<file path="src/rtl/if_queue.sv">
// Instruction fetch unit: issues one-word reads at the fetch PC and buffers the
// returned words with their PCs in a circular queue read by the decoder.
module if_queue #(
  parameter int DEPTH = 8
) (
  input  logic                     clk,
  input  logic                     rst,
  input  logic                     rdy,
  output logic                     memReq_o,
  output logic [31:0]              memAddr_o,
  input  logic                     memDone_i,
  input  logic [31:0]              memData_i,
  output logic                     fetchEmpty_o,
  output logic [31:0]              fetchData_o,
  output logic [31:0]              fetchPc_o,
  input  logic                     fetchPop_i,
  input  logic                     flush_i,
  input  logic [31:0]              flushPc_i,
  output logic [1:0]               dbg_state_o,
  output logic [$clog2(DEPTH):0]   dbg_count_o
);

  localparam int PW = $clog2(DEPTH);
  localparam int CW = PW + 1;

  typedef enum logic [1:0] {
    S_IDLE = 2'd0,
    S_WAIT = 2'd1,
    S_DROP = 2'd2
  } state_t;

  state_t          state_q, state_d;
  logic            mem_req_q, mem_req_d;
  logic [31:0]     mem_addr_q, mem_addr_d;
  logic [31:0]     pc_q, pc_d;
  logic [PW-1:0]   head_q, head_d;
  logic [PW-1:0]   tail_q, tail_d;
  logic [CW-1:0]   count_q, count_d;
  logic [31:0]     data_q [DEPTH];
  logic [31:0]     pcs_q  [DEPTH];

  logic            push;
  logic            pop;

  // Memory handshake: memReq_o/memAddr_o stay stable from issue until the
  // cycle memDone_i is sampled high; memDone_i outside WAIT/DROP is ignored.
  always_comb begin
    state_d    = state_q;
    mem_req_d  = mem_req_q;
    mem_addr_d = mem_addr_q;
    pc_d       = pc_q;
    head_d     = head_q;
    tail_d     = tail_q;
    count_d    = count_q;
    push       = 1'b0;
    pop        = 1'b0;

    if (rdy) begin
      if (flush_i) begin
        head_d  = '0;
        tail_d  = '0;
        count_d = '0;
        pc_d    = flushPc_i;
        case (state_q)
          S_WAIT, S_DROP: begin
            if (memDone_i) begin
              mem_req_d = 1'b0;
              state_d   = S_IDLE;
            end else begin
              state_d   = S_DROP;
            end
          end
          default: state_d = S_IDLE;
        endcase
      end else begin
        pop = fetchPop_i && (count_q != '0);
        case (state_q)
          S_IDLE: begin
            if (count_q < CW'(DEPTH)) begin
              mem_req_d  = 1'b1;
              mem_addr_d = pc_q;
              state_d    = S_WAIT;
            end
          end
          S_WAIT: begin
            if (memDone_i) begin
              push      = 1'b1;
              pc_d      = pc_q + 32'd4;
              mem_req_d = 1'b0;
              state_d   = S_IDLE;
            end
          end
          S_DROP: begin
            if (memDone_i) begin
              mem_req_d = 1'b0;
              state_d   = S_IDLE;
            end
          end
          default: state_d = S_IDLE;
        endcase

        if (pop) begin
          head_d = head_q + PW'(1);
        end
        if (push) begin
          tail_d = tail_q + PW'(1);
        end
        if (push && !pop) begin
          count_d = count_q + CW'(1);
        end else if (pop && !push) begin
          count_d = count_q - CW'(1);
        end
      end
    end
  end

  always_ff @(posedge clk or negedge rst) begin
    if (!rst) begin
      state_q    <= S_IDLE;
      mem_req_q  <= 1'b0;
      mem_addr_q <= '0;
      pc_q       <= '0;
      head_q     <= '0;
      tail_q     <= '0;
      count_q    <= '0;
    end else begin
      state_q    <= state_d;
      mem_req_q  <= mem_req_d;
      mem_addr_q <= mem_addr_d;
      pc_q       <= pc_d;
      head_q     <= head_d;
      tail_q     <= tail_d;
      count_q    <= count_d;
    end
  end

  // The entry PC is the fetch PC, which is still the request address in WAIT.
  always_ff @(posedge clk or negedge rst) begin
    if (!rst) begin
      for (int i = 0; i < DEPTH; i++) begin
        data_q[i] <= '0;
        pcs_q[i]  <= '0;
      end
    end else if (push) begin
      data_q[tail_q] <= memData_i;
      pcs_q[tail_q]  <= pc_q;
    end
  end

  assign memReq_o     = mem_req_q;
  assign memAddr_o    = mem_addr_q;
  assign fetchEmpty_o = (count_q == '0);
  assign fetchData_o  = data_q[head_q];
  assign fetchPc_o    = pcs_q[head_q];
  assign dbg_state_o  = state_q;
  assign dbg_count_o  = count_q;

endmodule
</file>
<file path="config.mk">
export PLATFORM = sky130hd
export DESIGN_NAME = if_queue
export DESIGN_NICKNAME = d
export VERILOG_FILES = /design/src/rtl/if_queue.sv
export SDC_FILE = /design/constraint.sdc
export NUM_CORES = 1
export LEC_CHECK = 0
export ABC_AREA = 1
export CAP_MARGIN = 10
export CORE_AREA = 3 3 248 250
export CTS_BUF_LIST = sky130_fd_sc_hd__clkbuf_8
export CTS_CLUSTER_DIAMETER = 50
export DETAILED_ROUTE_END_ITERATION = 12
export DIE_AREA = 0 0 251 253
export SLEW_MARGIN = 20
export SYNTH_ARGS = -nofsm -noshare
export SYNTH_HDL_FRONTEND = slang
export SYNTH_SLANG_ARGS = --single-unit
export TNS_END_PERCENT = 10
</file>
<file path="constraint.sdc">
create_clock -name clk -period 3.29 [get_ports clk]
set_input_delay 0.987 -clock clk [delete_from_list [all_inputs] [get_ports clk]]
set_output_delay 0.987 -clock clk [all_outputs]
set_load 0.03 [all_outputs]
</file>
After elaboration in Yosys (flattened, before gate mapping) --
Cells that the tools add are included.
Operators by class: bitwise logic cells 3, magnitude comparators 4, $add $sub $neg 5, eq/ne operators 5, reductions and logical operators 23, multiplexer cells 37
Operator list (number):
- bitwise mux 256 bit | 2
- two-way mux 32 bit | 8
- binary-select mux 32 bit (select 3 bit) | 2
- demux 32 bit (select 3 bit) | 1
- adder 32 x 3 -> 32 bit (second input constant) | 1
- two-way mux 3 bit | 4
- two-way mux 4 bit | 3
- two-way mux 1 bit | 10
- two-way mux 2 bit | 5
- nonzero test 2 bit | 5
- greater-or-equal comparator 4 bit (second input constant) | 2
- NOT 3 -> 4 bit | 2
- AND reduction 4 bit | 2
- adder 3 x 1 -> 3 bit (second input constant) | 2
- AND reduction 2 bit | 3
- AND reduction 3 bit | 2
- adder 4 x 1 -> 4 bit (second input constant) | 1
- logical AND 1 bit | 4
- zero test 4 bit | 1
- < comparator 4 x 1 -> 1 bit (second input constant) | 1
- < comparator 4 bit (second input constant) | 1
- case mux 2 bit (2 select lines) | 1
- nonzero test 4 bit | 1
- subtractor 4 x 1 -> 4 bit (second input constant) | 1
- other kinds (11) | 12
Word-level totals: flip-flop bits (word level) 589, bits of input ports 70, logic and storage cells 100

Depth between registers and ports, before layout --
Gate-level depths: netlist of the first run.
word-level depth 9, mapped depth 13, gate-level depth less buffers 13

Worst setup path before layout of the first run --
Ideal clock, no wire load.
path kind flip-flop to output port, start point register head_q[0], end point output fetchData_o[12], data arrival time 1.924 ns, stages on the path, launching flop included 9, setup slack 0.379 ns, path buffers 3, path through dfrtp_1 -> inv_1 -> buf_4 -> buf_2 -> clkbuf_1 -> nor2_1 -> o22ai_1 -> nor2_1 -> a31oi_1
On the way: cells in the longest elaborated chain, start to end 4
Ends and longest elaborated chain:
- from (decl) | RTL line 36 | logic [PW-1:0] head_q, head_d;
- from (signal assigned) | RTL line 123 | head_q <= '0;
- from (signal assigned) | RTL line 131 | head_q <= head_d;
- NOT 3 -> 4 bit (implied by the code) | RTL line 153 | assign fetchData_o = data_q[head_q];
- binary-select mux 32 bit (select 3 bit) | RTL line 153
- two-way mux 32 bit (implied by the code) (2 in series) | RTL line 153
- to (decl) | RTL line 14 | output logic [31:0] fetchData_o,
No other way between the ends. The select of a mux whose other input is x is not followed.

Worst setup path in the final report of the first run --
start point register head_q[0], end point output fetchPc_o[28]
On the way: cells in the longest elaborated chain, start to end 4
Ends and longest elaborated chain:
- NOT 3 -> 4 bit (implied by the code) | RTL line 154 | assign fetchPc_o = pcs_q[head_q];
- binary-select mux 32 bit (select 3 bit) | RTL line 154
- two-way mux 32 bit (implied by the code) (2 in series) | RTL line 154
- to (decl) | RTL line 15 | output logic [31:0] fetchPc_o,
No other way between the ends. The select of a mux whose other input is x is not followed.

==> results.txt, run 1 <==
The arrival time of the worst setup path is between 2000 and 3000 ps. The first-pass GRT wire length came out at ~130 mm. In this run the worst hold path is classified as in2async. The critical path startpoint category is a flop. Sorting the synthesized cells by area gives the leading types as dfrtp_1 (55%), nand2_1 (9.9%), o21ai_1 (8.4%), nor2_1 (7.4%), o21ai_0 (7.2%).

The gate count of the mapped netlist came out at approximately 3200. After detailed placement, the design holds a cell count of about 4000. After synthesis, the most frequently instantiated cells are nand2_1 (703), dfrtp_1 (589), nor2_1 (530). Power comes to about 30 mW. The residual antenna-violating net count after detailed routing is 0. The worst-case vdd ir drop is around 0.00057 V.

The hold violation total from the final report is 0. The clock latency at the later pin of the worst-skew pair came out at roughly 690 ps. The layout-stage area growth over the synthesis result is 23.31%. The top cell type's share of synthesized area came out at 55.13%. Summing every instance area after synthesis gives 26740 µm². The total number of H-tree levels is 3. The CTS buffer count came out at slightly above 100.

The root cell of the clock tree is clkbuf_8. The maximum buffer depth of the clock tree came out at 3. The number of max-capacitance violations reported came out at 0. The power density normalized to cell area came out at a little under 900 nW/µm². The headroom to the max-slew limit is between 40% and 50%. After clock tree synthesis, the clock-pin slew on the worst setup and hold paths is 70 ps.

The average wire per standard cell came out at 18.45 µm. The master of the slowest instance on the critical path is dfrtp_4. The most repeated cell in the gate-level netlist after synthesis is nand2_1.

The worst-case setup slack after placement is between 100 and 150 ps. Setup violations remaining at the end of the flow were counted as 62. The total leakage power is around 15 nW. The routed design could run at a clock period as short as 3498 ps.

The count of pins on the block boundary is 174. The maximum clock skew at final layout came out at 23.75 ps. The number of standard cells in the layout, taps in and fillers out is 4246.

The total iterations of the first detailed-routing run came out at 6. The number of global-route vias before repair is around 23000. The number of sinks on the clock net came out at slightly below 600. The total wire length after detailed routing is between 70 and 80 mm. Buffers placed on the I/O ports in this run total approximately 170. The die outline area came out at 63500 µm². The share of flip-flops with an asynchronous set or reset after synthesis is between 90% and 100%. The placeable core region came out at between 50000 and 60000 µm². The total routing resource utilization after global routing is 24.68%. The mean post-synth cell area came out at 8.298 µm². The actual transition at the worst max-transition pin is around 820 ps. The max-slew violation count is 0. The detailed-route DRC error count came out at 0. The most used flip-flop cell after synthesis is dfrtp_1. TritonCTS built the clock tree. The sequential share of the synthesized area is a little under three fifths.

The most area-hungry cell type in the Yosys netlist is dfrtp_1. The routed layout has around 23000 vias. After legalization and detailed placement, the total HPWL measured approximately 44 mm. STA classifies the critical path endpoint as a primary output.

The post-layout utilization of the core is a little under three fifths. The number of buffer and inverter instances along the worst setup path is 5. The total number of placement rows came out at 89.

The checks that failed: negative setup slack. The largest stage delay on the critical path is between 500 and 600 ps. Measured along the x axis, the die boundary spans approximately 250 µm. Walking the worst path, the cells encountered are buf_12 -> inv_16 -> buf_16 -> nor2_1 -> o22ai_1 -> nor2_1 -> a31oi_2 -> buf_4 -> buf_12. The count of flip-flops with a built-in enable after synthesis is 0. The worst-case reg-to-reg path depth came out at 11. The required time at the worst-slack endpoint is approximately 2300 ps.

The first routing iteration left 1760 violations. Among cell families on the critical path, the largest total delay comes from buffers and inverters. The ratio of cells with drive above 1 in the final layout came out at 11.89%. Setup slack on the critical path of the routed design comes to -208.3 ps. The type of the worst setup path is reg2out. The final weighted congestion in routability-driven placement is 0.9138.

In this run the vertical extent of the chip is ~250 µm. The initial antenna violation count came out at 0. Entering global routing, the biggest net connects around 130 pins. The worst-path maximum fanout is 34. The synthesis-stage register bit count is 589. The final worst hold slack came out at around 230 ps. Setup repair after global routing could not meet its margin everywhere.

In this run the number of cells on the critical path is 9. The worst path uses 106.3% of the clock period. The starting utilization of the core area came out at a little under half.

At the end of the flow, the number of nets in the layout was 3469. The number of warning messages in the yosys log came out at 0. The repair_antennas step left the layout with diodes totalling 0. The flow ran to the end, but the final reports show violations. The highest clock frequency the design can meet is approximately 0.29 GHz.

In the routed layout, each cell is associated on average with a via count of roughly 5.5. The total congestion overflow is 0. When the netlist entered floorplanning its net count stood at around 3300.

Counting distinct cell types in the post-synthesis netlist gives 35.
-- metrics by stage --
stage | TNS (ps) | cell area, µm²
6_report | -7795 | 32970
4_1_cts | -12920 | 32600
5_1_grt | -14950 | 32970
3_5_place_dp | 0 | 29750
3_3_place_gp | 0 | 29750
2_1_floorplan | 0 | 26740
-- per-layer routing --
layer	track usage, %	routed length [µm]	up-vias
met5	0	0	-
met4	7.243	1718	0
met3	4.026	5283	132
met2	40.16	36510	843
met1	34.32	34840	11270
li1	-	-	11060
-- sequential cells by signal (all words and copies together), names as in the netlist --
name / flops
pc_q: 32
memAddr_o: 32
pcs_q: 256
memReq_o: 1
head_q: 3
data_q: 256
tail_q: 3
dbg_count_o: 4
dbg_state_o: 2
-- kinds of logic after synthesis --
group	after synthesis	share of synthesized area, %
simple gates	1297	18.80
compound gates	989	19.23
flops	589	55.13
xor+xnor	2	0.06553
buf+inv	336	6.327
fa+ha+maj	9	0.4493
-- where the power goes --
part / internal, mW / switching (mW)
Sequential: 8.10 / 0.601
Combinational: 5.81 / 7.52
Clock: 4.07 / 3.05
-- worst reg2reg max path: stages, from the launching register on --
cell and delay [ps]:
dfrtp_1 410, inv_1 90, ha_1 140, nand2_1 150, nor2_8 140, inv_2 70, nor2_4 330, buf_4 200
nand4_4 70, buf_12 210, nand2_1 480, o21ai_1 80
-- placed cells by master (no fill, tap or decap), types with 7 or more instances in the layout --
cell | synthesis | final
a21oi_1 | 14 | 14
a31oi_1 | 65 | 38
a31oi_2 | 0 | 26
buf_12 | 0 | 82
buf_16 | 0 | 15
buf_4 | 14 | 79
buf_6 | 39 | 7
clkbuf_8 | 0 | 136
clkdlybuf4s50_1 | 0 | 108
clkinv_2 | 0 | 14
dfrtp_1 | 589 | 587
ha_1 | 8 | 8
inv_1 | 96 | 121
nand2_1 | 703 | 703
nand3_1 | 46 | 45
nor2_1 | 530 | 522
nor2_2 | 0 | 8
o21ai_0 | 386 | 364
o21ai_1 | 448 | 466
o22ai_1 | 67 | 63
-- layout make-up --
class,instances,area (µm²)
timing repair buffer,300,4010
inverter,99,397.9
fill,5395,26280
clock buffer,136,1872
multi-input combinational,2297,10610
tap,773,967.2
clock inverter,51,356.6
sequential,589,14750
timing repair inverter,1,8.758
-- final timing paths --
kind	startpoint	endpoint	slack, ps
min reg2reg	data_q[139]$_DFFE_PN0P_	data_q[139]$_DFFE_PN0P_	480
max in group asynchronous	rst	pcs_q[185]$_DFFE_PN0P_	2050
max	head_q[0]$_DFFE_PN0P_	fetchPc_o[28]	-210
min in group clk	data_q[139]$_DFFE_PN0P_	data_q[139]$_DFFE_PN0P_	480
max reg2reg	dbg_state_o[1]$_DFFE_PN0P_	data_q[37]$_DFFE_PN0P_	780
min	rst	data_q[200]$_DFFE_PN0P_	230
-- what timing repair did --
item | CTS | global route
gates cloned | 9 | 5
resized for setup | 41 | 55
endpoints found under the setup margin | 64 | 65
buffers inserted | 13 | 12
hold buffers | 0 | 0
pin swaps | 5 | 25
Note: power is estimated with default switching activity, not from simulation.
==> run 2: changes to the inputs <==
--- a/config.mk
+++ b/config.mk
@@ -12,8 +12,8 @@
 export CTS_CLUSTER_DIAMETER = 50
 export DETAILED_ROUTE_END_ITERATION = 12
 export DIE_AREA = 0 0 251 253
+export GPL_ROUTABILITY_DRIVEN = 0
 export SLEW_MARGIN = 20
 export SYNTH_ARGS = -nofsm -noshare
 export SYNTH_HDL_FRONTEND = slang
 export SYNTH_SLANG_ARGS = --single-unit
-export TNS_END_PERCENT = 10
==> run 2 against run 1 <==
Effect of this change: the flow still finishes with violations (negative setup slack); critical path depth did not move; worst hold slack improved by 36 ps; cell count rose by 0.97%; clock skew rose by 5.2 ps; via count rose by 2.3%; die area did not move; combinational power rose by 18%; core utilization rose by 2.4 points.
==> results.txt, run 2 (synthesis gave the netlist of run 1 again) <==
The minimum setup slack among reg-to-reg paths is roughly 950 ps. The count of endpoints failing setup in the final report came out at 63. The hold violation total from the final report came out at 0.

Once detail routing completed, the nets flagged for antenna violations numbered 0. Setup repair after global routing could not meet its margin everywhere. At the placement stage, the worst setup path has a slack of 157.2 ps. The setup slack after layout came out at -266.0 ps. The cell sitting at the root of the clock tree is a clkbuf_8. Once the floorplan was initialized, standard cells occupied a little under half of the core. The type of the worst min-delay path is in2async.

The total wire length after detailed routing came out at about 85 mm. The detailed router finished its first iteration with between 2000 and 2500 violations. The library cell used most frequently in the layout, excluding fill and tap cells, is nand2_1. The die outline area came out at about 64000 µm². The total routing resource utilization after global routing is approximately 25%. The CTS buffer count came out at about 100. The highest clock frequency the design can meet is between 0.2 and 0.3 GHz. During placement, the flow inserted port buffers numbering about 170. The clock transition time at the flip-flop clock pins of the worst setup and hold paths came out at 60 ps.

In this run the critical register-to-register path is launched from dbg_state_o[1]$_DFFE_PN0P_. Max-cap violations in this run came to 0. The count of pins on the block boundary came out at 174. The checks that failed: negative setup slack. The max-slew violation count is 0. The worst setup path is captured at a primary output.

The average wire per standard cell is between 15 and 20 µm. The total overflow left after global routing is 0. The ratio of cells with drive above 1 in the final layout came out at 15.12%. The clock latency at the later pin of the worst-skew pair came out at 700 ps. The number of sinks on the clock net is 589. The largest net degree at the start of global routing came out at roughly 130. Cell internal power was estimated by the tool at around 19 mW. Of the total power, the share spent switching nets is between 30% and 40%. Row generation in the floorplan step produced just under 90 rows. The worst setup path is launched from a flop. Once detailed placement completed, the half-perimeter wirelength came to between 40 and 50 mm. The actual transition at the worst max-transition pin is around 700 ps. The total iterations of the first detailed-routing run is 6. The critical path ends at fetchPc_o[29].

The reg-to-reg endpoint is data_q[69]$_DFFE_PN0P_. Summed over all nets, the switching power comes to around 12 mW. The number of buffers added to fix hold violations after cts came out at 0.

The maximum buffer depth of the clock tree came out at 3. The floorplan die height came out at around 250 µm. The detailed-route DRC error count is 0.

The design draws ~31 mW. The headroom to the max-slew limit is ~54%. The power share of the sequential group is 28.2%. The worst-case vdd ir drop is around 0.00056 V. The horizontal die dimension is approximately 250 µm. By startpoint and endpoint, the worst setup path is classified as reg2out.

TritonCTS built the clock tree. The number of global-route vias before repair is 22980. The arrival time of the worst setup path came out at approximately 2600 ps.

In the final design database the tool counted 3512 nets. Per report_power, the combinational group accounts for ~50% of the total. The worst register-to-register path has a depth of 11.

The core region is 59240 µm². The final route contains 23840 vias. The run finished, with violations left. The critical path starts at head_q[0]$_DFFE_PN0P_. The largest registers in the layout are data_q (256), pcs_q (256).

The required time at the worst-slack endpoint is 2300 ps. The total leakage power came out at between 15 and 20 nW. Leaving out fill and tap cells, the most frequent cells in the layout are nand2_1 (703), dfrtp_1 (587), o21ai_1 (520).

The power density normalized to cell area is 901.7 nW/µm². The post-layout utilization of the core came out at slightly below 60%. Counting I/O delays and the setup requirement, the final critical path takes ~3600 ps. The via count normalized by instance count came out at about 5.6. The share of power burned in the clock network is 21.3%. The total number of H-tree levels is 3.

The final critical-path share of the clock period is 108.1%. The layout-stage area growth over the synthesis result is 28.60%. The worst-path maximum fanout is 7. The clock arrives with roughly 29 ps of skew.

Final hold analysis gives a worst-case slack of ~260 ps. The first-pass GRT wire length came out at ~130 mm. The initial antenna violation count is 1.
[run 2: final cells by class]
type	count	area [µm²]
fillers	5256	24860
flip-flops and latches	589	14750
multi-input cells	2297	11170
repair buffers	343	5049
clock buffers	127	1748
well taps	773	967.2
inverters	99	399.1
clock inverters	57	291.5
repair inverters	1	11.26
diodes	1	2.502
[run 2: routing by layer]
metal / global-route usage (%) / share of wire, % / routed length [µm] / vias up
met3: 4.098 / 7.0 / 5943 / 154
li1: - / - / - / 11170
met4: 9.067 / 2.6 / 2228 / 0
met5: 0 / 0 / 0 / -
met2: 40.40 / 47 / 39830 / 951
met1: 33.92 / 43 / 36510 / 11560
[run 2: worst min-delay path by stage]
stage / endpoint / slack (ps)
floorplan: data_q[128]$_DFFE_PN0P_ / 450
global placement: pcs_q[95]$_DFFE_PN0P_ / 470
detailed placement: data_q[95]$_DFFE_PN0P_ / 470
CTS: data_q[201]$_DFFE_PN0P_ / 220
global route: data_q[171]$_DFFE_PN0P_ / 270
finish: data_q[201]$_DFFE_PN0P_ / 260
[run 2: power by group through the flow]
stage	registers, mW	logic, mW	clock network [mW]
2_1_floorplan	9.06	5.93	0
3_3_place_gp	8.81	11.9	0
3_5_place_dp	8.83	12.0	0
4_1_cts	8.73	13.6	6.74
5_1_grt	8.85	16.6	7.13
6_report	8.75	15.7	6.60
[run 2: worst max-delay path: stages (launching register included)]
cell and delay (ps):
dfrtp_4 520, buf_6 170, buf_16 160, buf_16 140, o21ai_2 60, o22ai_1 230, nor2_1 90, a31oi_2 220
buf_4 170, buf_12 110
[run 2: per-stage QoR]
step / std cells / setup TNS, ps / area, µm²
after detailed placement: 4011 / 0 / 29640
final: 4287 / -8214 / 34380
after CTS: 4228 / -12000 / 32740
after global routing: 4287 / -14390 / 34380
after global placement: 4011 / 0 / 29640
after floorplan: 3222 / 0 / 26740
[run 2: timing repair]
| action | 4_1_cts | 5_1_grt |
|---|---|---|
| cloned | 17 | 36 |
| buffers inserted | 16 | 24 |
| resized for setup | 113 | 234 |
| setup endpoints to repair | 64 | 64 |
| pin swaps | 16 | 78 |
==> run 3: changes to the inputs <==
--- a/config.mk
+++ b/config.mk
@@ -7,12 +7,14 @@
 export LEC_CHECK = 0
 export ABC_AREA = 1
 export CAP_MARGIN = 10
-export CORE_AREA = 3 3 248 250
+export CORE_AREA = 3 3 236 238
 export CTS_BUF_LIST = sky130_fd_sc_hd__clkbuf_8
 export CTS_CLUSTER_DIAMETER = 50
 export DETAILED_ROUTE_END_ITERATION = 12
-export DIE_AREA = 0 0 251 253
+export DIE_AREA = 0 0 239 241
 export GPL_ROUTABILITY_DRIVEN = 0
+export MAX_ROUTING_LAYER = met4
+export PLACE_DENSITY = 0.69
 export SLEW_MARGIN = 20
 export SYNTH_ARGS = -nofsm -noshare
 export SYNTH_HDL_FRONTEND = slang
==> run 3 against run 2 <==
Effect of this change: the run still ends with negative setup slack left; die area decreased by 9.3%; worst setup slack improved by 41 ps; register-to-register slack got worse by 200 ps; count of clock-buffer cells in the layout increased by 1; critical path depth increased by 1; global-route usage increased by 4.3 points; cell area decreased by 2.6%; flip-flop and latch count unchanged; critical endpoint is now fetchData_o[0]; largest power group unchanged; highest routed layer unchanged.
==> results.txt, run 3 (synthesis gave the netlist of run 1 again) <==
The total number of placement rows is 85. Tracing the worst setup path back leads to its startpoint at head_q[0]$_DFFE_PN0P_. In this design, the largest share of critical-path delay is due to buffers and inverters. The checks that failed: negative setup slack.

The arrival time of the worst setup path came out at 2530 ps. The via count normalized by instance count is about 5.8. The worst-path maximum fanout came out at 7. The diode insertion count for antenna repair is 0. The total iterations of the first detailed-routing run is 8. The total of buffers placed on input and output ports is between 150 and 200. The total congestion overflow is 0.

The number of buffer and inverter instances along the worst setup path came out at 6. The maximum buffer depth of the clock tree came out at 3. The CTS buffer count came out at between 90 and 100. The violation count after the first detailed-routing iteration came out at between 2000 and 2500. The minimum clock period is between 3000 and 4000 ps. The tightest hold path in the finished design has a slack of approximately 230 ps. The master of the slowest instance on the critical path is dfrtp_4. The type of the worst min-delay path is in2async. The largest net degree at the start of global routing is 129. The share of power burned in the clock network is a little over a fifth. The share of total power dissipated in sequential elements is 28.9%.

The total routing resource utilization after global routing is roughly 29%. The maximum clock skew at final layout came out at 31.52 ps. The worst setup path is launched from a flop. For this run, design rule violations remaining after detail routing come to 0.

The top cell types in the final layout, fill and taps aside, are nand2_1 (703), dfrtp_1 (587), o21ai_1 (522). The number of max-capacitance violations reported came out at 0. The clock latency at the later pin of the worst-skew pair is ~700 ps.

The switching power is 11.68 mW. The tree is rooted in a clkbuf_8. The max-slew violation count came out at 0. The number of sinks on the clock net is between 500 and 600. The most common cell after layout, fill and taps aside is nand2_1. The minimum setup slack among reg-to-reg paths is 750 ps. The final critical-path share of the clock period is 106.8%. The number of cells on the critical path came out at 10. The floorplan die height is around 240 µm. The setup slack after layout is -224.8 ps. The total leakage power came out at between 15 and 20 nW. The type of the worst setup path is reg2out. The largest registers in the layout are data_q (256), pcs_q (256). The critical path ends at fetchData_o[0]. The power density normalized to cell area is 896.0 nW/µm². The post-route netlist has around 13% of its cells at a drive strength greater than 1. The average wire per standard cell came out at between 15 and 20 µm. The layout net count came out at around 3500.

In this run the critical register-to-register path is captured at data_q[78]$_DFFE_PN0P_. The highest clock frequency the design can meet is ~0.28 GHz. The internal power contribution came out at between 15 and 20 mW. CTS built an H-tree with a depth of 3. Net switching is between 30% and 40% of the power. The CTS tree is built.

The headroom to the max-slew limit came out at around half. The die covers roughly 58000 µm². The hold violation total from the final report is 0. The total number of vias is 24000. The number of global-route vias before repair came out at 23680. Pin placement for this block handled ~170 I/O pins.

Once detail routing completed, the nets flagged for antenna violations numbered 0. The worst register-to-register path has a depth of 11. The post-layout utilization of the core is between 60% and 70%. The combinational cell fraction of total power is 49.4%.

The layout-stage area growth over the synthesis result came out at 25.25%. The core region is between 50000 and 60000 µm². The first global-routing pass estimated 129.2 mm of wire. The estimated wirelength of the detail-placed design came out at approximately 42 mm.

The total power of the final layout is between 30 and 40 mW. For the pin with the worst max-slew slack, the measured transition is around 730 ps. The horizontal die dimension came out at 239 µm. The largest stage delay on the critical path is between 400 and 500 ps. STA classifies the critical path endpoint as a primary output. IR analysis of the VDD net gives a maximum drop of slightly above 0.0007 V. Setup repair after global routing could not meet its margin everywhere. For this block, the routed nets add up to 81.62 mm of wire. After clock tree synthesis, the clock-pin slew on the worst setup and hold paths is 60 ps. The launch point of the worst reg-to-reg path is dbg_state_o[1]$_DFFE_PN0P_.

The count of endpoints failing setup in the final report is between 60 and 70. For this configuration, the core starts out at a cell density of about half. The initial antenna violation count came out at 0. The flow ran to the end, but the final reports show violations. The required time at the worst-slack endpoint came out at between 2000 and 2500 ps. Walking the worst path, the cells encountered are buf_12 -> buf_6 -> buf_12 -> buf_16 -> buf_4 -> o21ai_2 -> o22ai_1 -> nor2_1 -> a31oi_1 -> buf_4.
==> run 3: cell types whose count changed in the layout (fill, tap and decap cells not counted), sizes merged, moves of 2 or more <==
cell / change
clkinvlp: +2
clkbuf: -15
inv: -7
bufbuf: +3
buf: -15
clkinv: -4
==> run 3: worst min-delay path by stage <==
stage	endpoint	slack [ps]	cells past startpoint
global route	data_q[166]$_DFFE_PN0P_	220	1
floorplan	data_q[128]$_DFFE_PN0P_	450	2
CTS	data_q[226]$_DFFE_PN0P_	190	1
finish	data_q[134]$_DFFE_PN0P_	230	1
detailed placement	data_q[81]$_DFFE_PN0P_	470	2
global placement	pcs_q[37]$_DFFE_PN0P_	470	2
==> run 3: worst register-to-register path, stage by stage, from the launching register on <==
cell and delay [ps]:
dfrtp_1 410, inv_1 100, ha_1 160, nand2_1 160, nor2_8 210, inv_2 90
nor2_4 180, buf_4 230, nand4_4 140, buf_12 240, nand2_1 400, o21ai_1 90
==> run 3: cell type report <==
type	count	area [µm²]
clock inverter	46	230.2
timing repair buffer	315	4661
timing repair inverter	2	32.53
sequential	589	14750
tap	696	870.8
multi-input combinational	2297	10770
inverter	99	416.7
fill	4430	20330
clock buffer	128	1762
==> run 3: per-stage QoR <==
step,area (µm²),instances,setup WS [ps],setup TNS [ps]
floorplan,26740,3222,378.9,0
global placement,29510,3932,195.2,0
detailed placement,29510,3932,127.3,0
CTS,33170,4161,-188.7,-8850
global route,33490,4172,-286.6,-13120
finish,33490,4172,-224.8,-8243
==> run 3: power groups by stage <==
stage / clock [mW] / combinational (mW) / sequential, mW
after floorplan: 0 / 5.93 / 9.06
after global placement: 0 / 11.7 / 8.81
after detailed placement: 0 / 11.8 / 8.84
after CTS: 6.59 / 14.4 / 8.66
after global routing: 6.95 / 15.7 / 8.78
final: 6.49 / 14.8 / 8.68
==> run 3: per-layer routing <==
layer	track usage (%)	wire length [µm]
met5	-	0
met4	9.657	2206
met3	4.182	6288
met2	45.84	38030
met1	39.27	35100
==> run 3: what timing repair did <==
action                                  in CTS  in global routing
gates cloned                                30                  8
endpoints found under the setup margin      64                 64
buffers inserted                            25                  5
pin swaps                                   31                 33
hold buffers                                 0                  0
resized for setup                          180                 60
